`src/rtl/pkg_uart_arb.sv`:
```
// Shared types and default constants for the UART transmit arbiter.
package pkg_uart_arb;

    localparam int DEF_AXI_DATA_WIDTH = 8;
    localparam int DEF_NUM_SRC        = 4;
    localparam int DEF_BURST_LEN      = 4;

    // IDLE: no requester owns the output; GRANT: grant is held on index g.
    typedef enum logic {
        IDLE  = 1'b0,
        GRANT = 1'b1
    } arb_state_e;

endpackage

```
`src/rtl/rr_pick.sv`:
```
// Wrap-around priority search: first set bit of req at or above ptr,
// wrapping from N-1 back to 0.
module rr_pick #(
    parameter int N  = 4,
    parameter int IW = 2
) (
    input  logic [N-1:0]  req,
    input  logic [IW-1:0] ptr,
    output logic [IW-1:0] idx,
    output logic          any
);

    // Scan offsets from farthest to nearest so the nearest hit is written last.
    always_comb begin
        idx = '0;
        any = 1'b0;
        for (int i = N - 1; i >= 0; i--) begin
            if (req[(int'(ptr) + i) % N]) begin
                idx = IW'((int'(ptr) + i) % N);
                any = 1'b1;
            end
        end
    end

endmodule

```
`src/rtl/uart_tx_arbiter.sv`:
```
// Round-robin AXI-Stream arbiter feeding a UART transmitter with a
// registered output stage. Optional burst mode: define UART_ARB_BURST_EN.
module uart_tx_arbiter
    import pkg_uart_arb::*;
#(
    parameter int AXI_DATA_WIDTH = DEF_AXI_DATA_WIDTH,
    parameter int NUM_SRC        = DEF_NUM_SRC,
    parameter int BURST_LEN      = DEF_BURST_LEN
) (
    input  logic                              aclk,
    input  logic                              aresetn,
    input  logic [NUM_SRC*AXI_DATA_WIDTH-1:0] s_tdata,
    input  logic [NUM_SRC-1:0]                s_tvalid,
    output logic [NUM_SRC-1:0]                s_tready,
    output logic [AXI_DATA_WIDTH-1:0]         m_tdata,
    output logic                              m_tvalid,
    input  logic                              m_tready,
    output logic [$clog2(NUM_SRC)-1:0]        m_tid
);

    localparam int IW = $clog2(NUM_SRC);

    arb_state_e                state_q, state_d;
    logic [IW-1:0]             g_q, g_d;
    logic [IW-1:0]             rr_ptr_q, rr_ptr_d;
    logic [AXI_DATA_WIDTH-1:0] m_tdata_q;
    logic [IW-1:0]             m_tid_q;
    logic                      m_tvalid_q;

    logic [IW-1:0]             pick_idx;
    logic                      pick_any;
    logic                      out_free;
    logic                      accept;
    logic                      keep;
    logic [IW-1:0]             sel;
    logic [NUM_SRC-1:0]        rdy_raw;

`ifdef UART_ARB_BURST_EN
    logic [4:0]                cnt_q, cnt_d;
`endif

    function automatic logic [IW-1:0] wrap_inc(input logic [IW-1:0] x);
        return (x == IW'(NUM_SRC - 1)) ? '0 : x + IW'(1);
    endfunction

    rr_pick #(
        .N  (NUM_SRC),
        .IW (IW)
    ) u_pick (
        .req (s_tvalid),
        .ptr (rr_ptr_q),
        .idx (pick_idx),
        .any (pick_any)
    );

    assign out_free = ~m_tvalid_q | m_tready;

    // Next-state, grant and beat-accept decision for the current cycle.
    always_comb begin
        state_d  = state_q;
        g_d      = g_q;
        rr_ptr_d = rr_ptr_q;
        rdy_raw  = '0;
        accept   = 1'b0;
        keep     = 1'b0;
        sel      = g_q;
`ifdef UART_ARB_BURST_EN
        cnt_d    = cnt_q;
`endif
        case (state_q)
            IDLE: begin
                if (out_free && pick_any) begin
                    sel    = pick_idx;
                    g_d    = pick_idx;
                    accept = 1'b1;
                end
            end
            GRANT: begin
                if (!s_tvalid[g_q]) begin
                    // Requester withdrew valid: drop the grant, move past it.
                    state_d  = IDLE;
                    rr_ptr_d = wrap_inc(g_q);
`ifdef UART_ARB_BURST_EN
                    cnt_d    = '0;
`endif
                end else if (out_free) begin
                    accept = 1'b1;
                end
            end
            default: state_d = IDLE;
        endcase

        if (accept) begin
            rdy_raw[sel] = 1'b1;
`ifdef UART_ARB_BURST_EN
            cnt_d = (state_q == IDLE) ? 5'd1 : cnt_q + 5'd1;
            keep  = (cnt_d < 5'(BURST_LEN));
            if (!keep) begin
                cnt_d    = '0;
                rr_ptr_d = wrap_inc(sel);
            end
`else
            rr_ptr_d = wrap_inc(sel);
`endif
            state_d = keep ? GRANT : IDLE;
        end
    end

    // Reset also masks the combinational ready so nothing is handshaken
    // while aresetn is low.
    assign s_tready = rdy_raw & {NUM_SRC{aresetn}};

    // State, pointer and registered output beat.
    always_ff @(posedge aclk or negedge aresetn) begin
        if (!aresetn) begin
            state_q    <= IDLE;
            g_q        <= '0;
            rr_ptr_q   <= '0;
            m_tdata_q  <= '0;
            m_tid_q    <= '0;
            m_tvalid_q <= 1'b0;
        end else begin
            state_q  <= state_d;
            g_q      <= g_d;
            rr_ptr_q <= rr_ptr_d;
            if (accept) begin
                m_tdata_q  <= s_tdata[int'(sel)*AXI_DATA_WIDTH +: AXI_DATA_WIDTH];
                m_tid_q    <= sel;
                m_tvalid_q <= 1'b1;
            end else if (m_tready) begin
                m_tvalid_q <= 1'b0;
            end
        end
    end

`ifdef UART_ARB_BURST_EN
    // Beats delivered within the current grant.
    always_ff @(posedge aclk or negedge aresetn) begin
        if (!aresetn) begin
            cnt_q <= '0;
        end else begin
            cnt_q <= cnt_d;
        end
    end
`endif

    assign m_tdata  = m_tdata_q;
    assign m_tid    = m_tid_q;
    assign m_tvalid = m_tvalid_q;

endmodule

```
`config.mk`:
```
export PLATFORM = sky130hd
export DESIGN_NAME = uart_tx_arbiter
export DESIGN_NICKNAME = d
export VERILOG_FILES = /design/src/rtl/pkg_uart_arb.sv /design/src/rtl/rr_pick.sv /design/src/rtl/uart_tx_arbiter.sv
export SDC_FILE = /design/constraint.sdc
export NUM_CORES = 1
export LEC_CHECK = 0
export CAP_MARGIN = 0
export CORE_ASPECT_RATIO = 1.1
export CORE_MARGIN = 10
export CORE_UTILIZATION = 41
export DETAILED_ROUTE_END_ITERATION = 8
export GPL_ROUTABILITY_DRIVEN = 0
export PLACE_DENSITY = 0.78
export SETUP_SLACK_MARGIN = 0.02
export SYNTH_ARGS = -nofsm -noshare
export SYNTH_HDL_FRONTEND = slang
export SYNTH_SLANG_ARGS = --single-unit
```
`constraint.sdc`:
```
create_clock -name aclk -period 2.3 [get_ports aclk]
set_input_delay 0.23 -clock aclk [delete_from_list [all_inputs] [get_ports aclk]]
set_output_delay 0.23 -clock aclk [all_outputs]
set_load 0.005 [all_outputs]
```
Word-level counts from Yosys, hierarchy flattened
Index checks and enable logic that the tools add are counted.
Word-level totals
  register bits: 16
  output and inout port bits: 15
  logic and storage cells: 77
  input bits: 39
Cells by class
  shift operators: 1
  bitwise logic cells: 7
  $add $sub $neg: 5
  reductions and logical operators: 8
  equal/unequal tests: 3
  muxes and demuxes: 40
  $lt $le $gt $ge: 7
Operators by type and width (number)
  32-bit by 6-bit variable part select with 8-bit output: 1
  2-bit two-way mux: 11
  1-bit two-way mux: 21
  3-bit by 4-bit < comparator with 1-bit output (second input constant): 3
  1-bit binary-select mux with 2-bit select: 5
  2-bit by 3-bit < comparator with 1-bit output (second input constant): 3
  2-bit by 1-bit adder with 2-bit output (second input constant): 3
  2-bit OR reduction: 3
  2-bit adder (second input constant): 2
  4-bit bitwise AND: 1
  2-bit == test (second input constant): 2
  4-bit two-way mux: 1
  2-bit nonzero test: 2
  1-bit bitwise AND (first input constant): 3
  1-bit demux with 2-bit select: 1
  2-bit by 1-bit >= comparator with 1-bit output (second input constant): 1
  1-bit logical AND: 2
  2-bit != test (second input constant): 1
  1-bit NOT: 2
  1-bit one-hot mux with 2 select lines: 1
  2-bit AND reduction: 1
  1-bit OR: 1

Longest topological paths before layout
  depth in word-level cells: 19
  gate-level depth with buffers: 8
  mapped depth without buffers: 6

Hierarchy
A second synthesis with hierarchy kept.
Second synthesis, totals
  cell total of the unflattened synthesis: 148
  area, all modules: 1181.1 µm²
Modules (own cells, without submodules)
  uart_tx_arbiter: cells an instance 135, area each 1103.6 µm², times used 1, sequential area each 400.4 µm²
  rr_pick: cells an instance 13, area each 77.6 µm², times used 1, sequential area each 0.0 µm²

Worst setup path before layout
OpenSTA, ideal clock, no wires.
  kind: reg2out
  start: register m_tvalid_q, in the netlist m_tvalid
  end: output port s_tready[2]
  arrival: 1.753 ns
  path slack: 0.317 ns
  buffers on the path: 2
  cell stages (with the launch flop): 7
  data required time: 2.070 ns
  path through: dfrtp_1 nor2b_4 buf_6 or3_4 o31ai_4 buf_6 nor3b_1
On the way
  longest elaborated chain between the ends: 11
  elaborated cells between the ends (all ways): 16
  those cells by class: 2 x order compare; 9 x mux; 3 x bitwise; 2 x reduce/logical
Ends and longest elaborated chain
  from (decl): line uart_tx_arbiter.sv:28  | logic m_tvalid_q;
  from (signal assigned): line uart_tx_arbiter.sv:121  | m_tvalid_q <= 1'b0;
  from (signal assigned): line uart_tx_arbiter.sv:129  | m_tvalid_q <= 1'b1;
  from (signal assigned): line uart_tx_arbiter.sv:131  | m_tvalid_q <= 1'b0;
  1-bit NOT *: line uart_tx_arbiter.sv:56  | assign out_free = ~m_tvalid_q | m_tready;
  1-bit OR *: line uart_tx_arbiter.sv:56
  1-bit logical AND: line uart_tx_arbiter.sv:72  | if (out_free && pick_any) begin
  2-bit two-way mux
  2-bit two-way mux: line uart_tx_arbiter.sv:70  | case (state_q)
  2-bit by 3-bit < comparator with 1-bit output (not written as such) / 2-bit by 1-bit >= comparator with 1-bit output (equally long branches): line uart_tx_arbiter.sv:94  | rdy_raw[sel] = 1'b1;
  1-bit logical AND (not written as such): line uart_tx_arbiter.sv:94
  1-bit two-way mux (not written as such): line uart_tx_arbiter.sv:94
  1-bit demux with 2-bit select: line uart_tx_arbiter.sv:94
  4-bit two-way mux *: line uart_tx_arbiter.sv:93  | if (accept) begin
  4-bit bitwise AND *: line uart_tx_arbiter.sv:111  | assign s_tready = rdy_raw & {NUM_SRC{aresetn}};
  to (decl): line uart_tx_arbiter.sv:14  | output logic [NUM_SRC-1:0] s_tready,
Every way passes the cells marked *; elsewhere a longest branch is shown, timed or not.

Worst setup path in the final report
Same ends and word-level chain as after synthesis.

==> results.sh <==
export IMPL_outcome="complete, no violations"
export IMPL_routed_wl_mm=3.769
export IMPL_routed_via_density=5.495
export IMPL_num_antenna_cells=0
export IMPL_path_clk_slew_ps=100
export IMPL_synth_main_ff_cell="dfrtp_1"
export IMPL_tightest_slew_ps=352.9
export IMPL_synth_cells=120
export IMPL_worstSetupPathType="register to output pin"
export IMPL_powerDensity_mw_per_mm2=837.4
export IMPL_first_pass_iters=4
export IMPL_start_kind="register"
export IMPL_drtIter0Drc=48
export IMPL_die_w_um=70.47
export IMPL_final_nets=230
export IMPL_hold_viol_final=0
export IMPL_peakVddDrop_mv=0.5519
export IMPL_placed_cells=216
export IMPL_slew_headroom_pct=76.30
export IMPL_cts_tree="built"
export IMPL_clockRootBuffer="clkbuf_4"
export IMPL_period_share_pct=94.29
export IMPL_clk_path_buf_depth=2
export IMPL_clock_fmax_ghz=0.4611
export IMPL_crit_fanout=4
export IMPL_wl_per_cell_um=16.98
export IMPL_endpoint_kind="output pin"
export IMPL_r2r_slack_ps=200
export IMPL_h_tree_depth=1
export IMPL_finClkSkew_ps=0.5314
export IMPL_core_area_mm2=0.002728
export IMPL_fp_dieH_um=75.51
export IMPL_cts_made_buffers=3
export IMPL_p_int_uw=996.3
export IMPL_combPwrFrac_pct=56.5
export IMPL_synth_top_area_cell="dfrtp_1"
export IMPL_cap_violations=0
export IMPL_final_util_pct=68.99
export IMPL_insertion_delay_ps=290
export IMPL_syn_area_mm2=0.001149
export IMPL_seq_area_frac_synth_pct=34.86
export IMPL_synth_edf_count=0
export IMPL_slew_viol_final=0
export IMPL_setup_violations=0
export IMPL_drive_gt1_share_pct=23.28
export IMPL_vias=1220
export IMPL_areaGrowthSynthToFinish_pct=63.83
export IMPL_syn_avg_cell_area_um2=9.572
export IMPL_yosysWarnings=0
export IMPL_power_switching_uw=579.4
export IMPL_grt_pass1_vias=1284
export IMPL_drc_errors=0
export IMPL_cts_sinks=16
export IMPL_synth_top_cell_area_share_pct=34.86
export IMPL_swShare_pct=36.77
export IMPL_seqPwrFrac_pct=31.1
export IMPL_die_area_mm2=0.005321
export IMPL_worstPathRequired_ps=2070
export IMPL_p_clk_share_pct=12.4
export IMPL_synth_top_cells_by_area="dfrtp_1 (35%), a221oi_1 (12%), and2_1 (8.7%)"
export IMPL_fp_row_count=20
export IMPL_hold_buffers=0
export IMPL_grt_max_degree=19
export IMPL_dpl_hpwl_mm=3.039
export IMPL_grt_antenna_before_repair=0
export IMPL_grt_pass1_wl_mm=6.009
export IMPL_track_usage_pct=13.97
export IMPL_initial_utilization_pct=42.11
export IMPL_worst_hold_path_type="primary input to async pin"
export IMPL_p_leak_nw=0.7794
export IMPL_synth_distinct_cells=36
export IMPL_async_flop_share_pct=100.0
export IMPL_overflow=0
export IMPL_fin_cells=222
export IMPL_ant_nets=0
export IMPL_worstPathArrival_ps=1940
export IMPL_synth_nets=160
export IMPL_port_buffers=53
export IMPL_boundaryPins=54
export IMPL_synth_seq_cells=16
export IMPL_rsz0062_at_grt="yes"
export IMPL_layout_min_cycle_time_ps=2169
## routing by layer
metal | vias to the layer above | track usage (%) | wire [µm]
met5 | - | 0 | 0
met4 | 0 | 5.702 | 55
met3 | 4 | 4.167 | 202
met2 | 32 | 25.25 | 1999
met1 | 587 | 15.04 | 1511
li1 | 597 | - | -
## synthesized netlist by cell type (all sizes together) (2+ instances only)
cell type	count
o31ai	2
and2	16
nor2	13
nand2	6
dfrtp	16
nor2b	4
a211oi	8
a21oi	4
inv	3
nand3	2
nor3	3
a31oi	3
buf	4
clkbuf	4
a221oi	17
## critical path: stages, from the launching register on
cell	delay, ps
dfrtp_1	390
nor2b_4	140
or3_4	370
nand2_4	80
a21bo_4	220
buf_4	140
nor3b_2	150
buf_2	150
## flip-flops by register name, summed over array words and instances, names as in the netlist
register,cells
m_tdata,8
g_q,2
m_tid,2
rr_ptr_q,2
m_tvalid,1
state_q,1
## cells in the final DEF, fill, tap and decap left out, drive strengths merged
master and instances:
or2b 1, a211oi 8, o31ai 2, xor2 1
a21oi 4, a21bo 1, ha 1, nand2b 1
nand3 2, a221o 1, a22o 1, mux4 1
nand2 6, nor2 13, nor4 1, and2 16
nor2b 4, clkbuf 4, dfrtp 16, mux2 1
dlygate4sd2 6, buf 22, or2 1, or3 1
and3 1, inv 3, nor3 3, nor3b 1
o21ai 1, clkdlybuf4s50 45, a221oi 17, a31oi 3
## logic make-up after synthesis
| kind of cell | share of synthesized area (%) |
|---|---|
| adder cells (fa/ha/maj) | 1.089 |
| AND/OR/NAND/NOR | 26.04 |
| XOR/XNOR | 0.7627 |
| AO/OA/AOI/OAI | 28.43 |
| flip-flops | 34.86 |
| buffers and inverters | 5.882 |
| multiplexers | 2.941 |
## worst paths after layout
path                                            from                      end  cells after the start
worst max register to register  m_tvalid$_DFFE_PN0P_  rr_ptr_q[1]$_DFFE_PN0P_                      8
worst min register to register  m_tid[1]$_DFFE_PN0N_     m_tid[1]$_DFFE_PN0N_                      1
worst min-delay path                         aresetn   m_tdata[3]$_DFFE_PN0N_                      1
worst max-delay path            m_tvalid$_DFFE_PN0P_              s_tready[2]                      7
max in group asynchronous                    aresetn     m_tid[0]$_DFFE_PN0N_                      2
min in group aclk               m_tid[1]$_DFFE_PN0N_     m_tid[1]$_DFFE_PN0N_                      1
## metrics by stage
step	total power [mW]	hold slack, ps	setup TNS, ps	setup slack [ps]	instance area, µm²
final	1.576	149.8	0	131.3	1882
after global routing	1.695	149.0	0	7.082	1882
after CTS	1.590	155.0	0	100.3	1882
after detailed placement	1.345	481.8	-2565	-370.7	1799
after global placement	1.316	472.3	-1655	-306.8	1799
after floorplan	0.9259	-65.59	0	317.0	1149
## layout make-up
| class | instances | area [µm²] |
|---|---|---|
| fillers | 228 | 845.8 |
| clock buffers | 4 | 36.28 |
| well taps | 33 | 41.29 |
| multi-input cells | 93 | 729.5 |
| inverters | 3 | 11.26 |
| repair buffers | 73 | 663.1 |
| flip-flops and latches | 16 | 400.4 |
## repair_timing
item / 4_1_cts / 5_1_grt
resized for setup: 22 / 0
buffers inserted: 2 / 0
setup endpoints to repair: 4 / 1
pin swaps: 3 / 1
## power groups by stage
stage / clock, mW / sequential (mW) / combinational (mW)
2_1_floorplan: 0 / 0.481 / 0.445
4_1_cts: 0.200 / 0.490 / 0.900
5_1_grt: 0.217 / 0.508 / 0.970
3_3_place_gp: 0 / 0.482 / 0.834
6_report: 0.195 / 0.490 / 0.891
3_5_place_dp: 0 / 0.487 / 0.858
No activity file was read; power rests on OpenSTA's default activity.
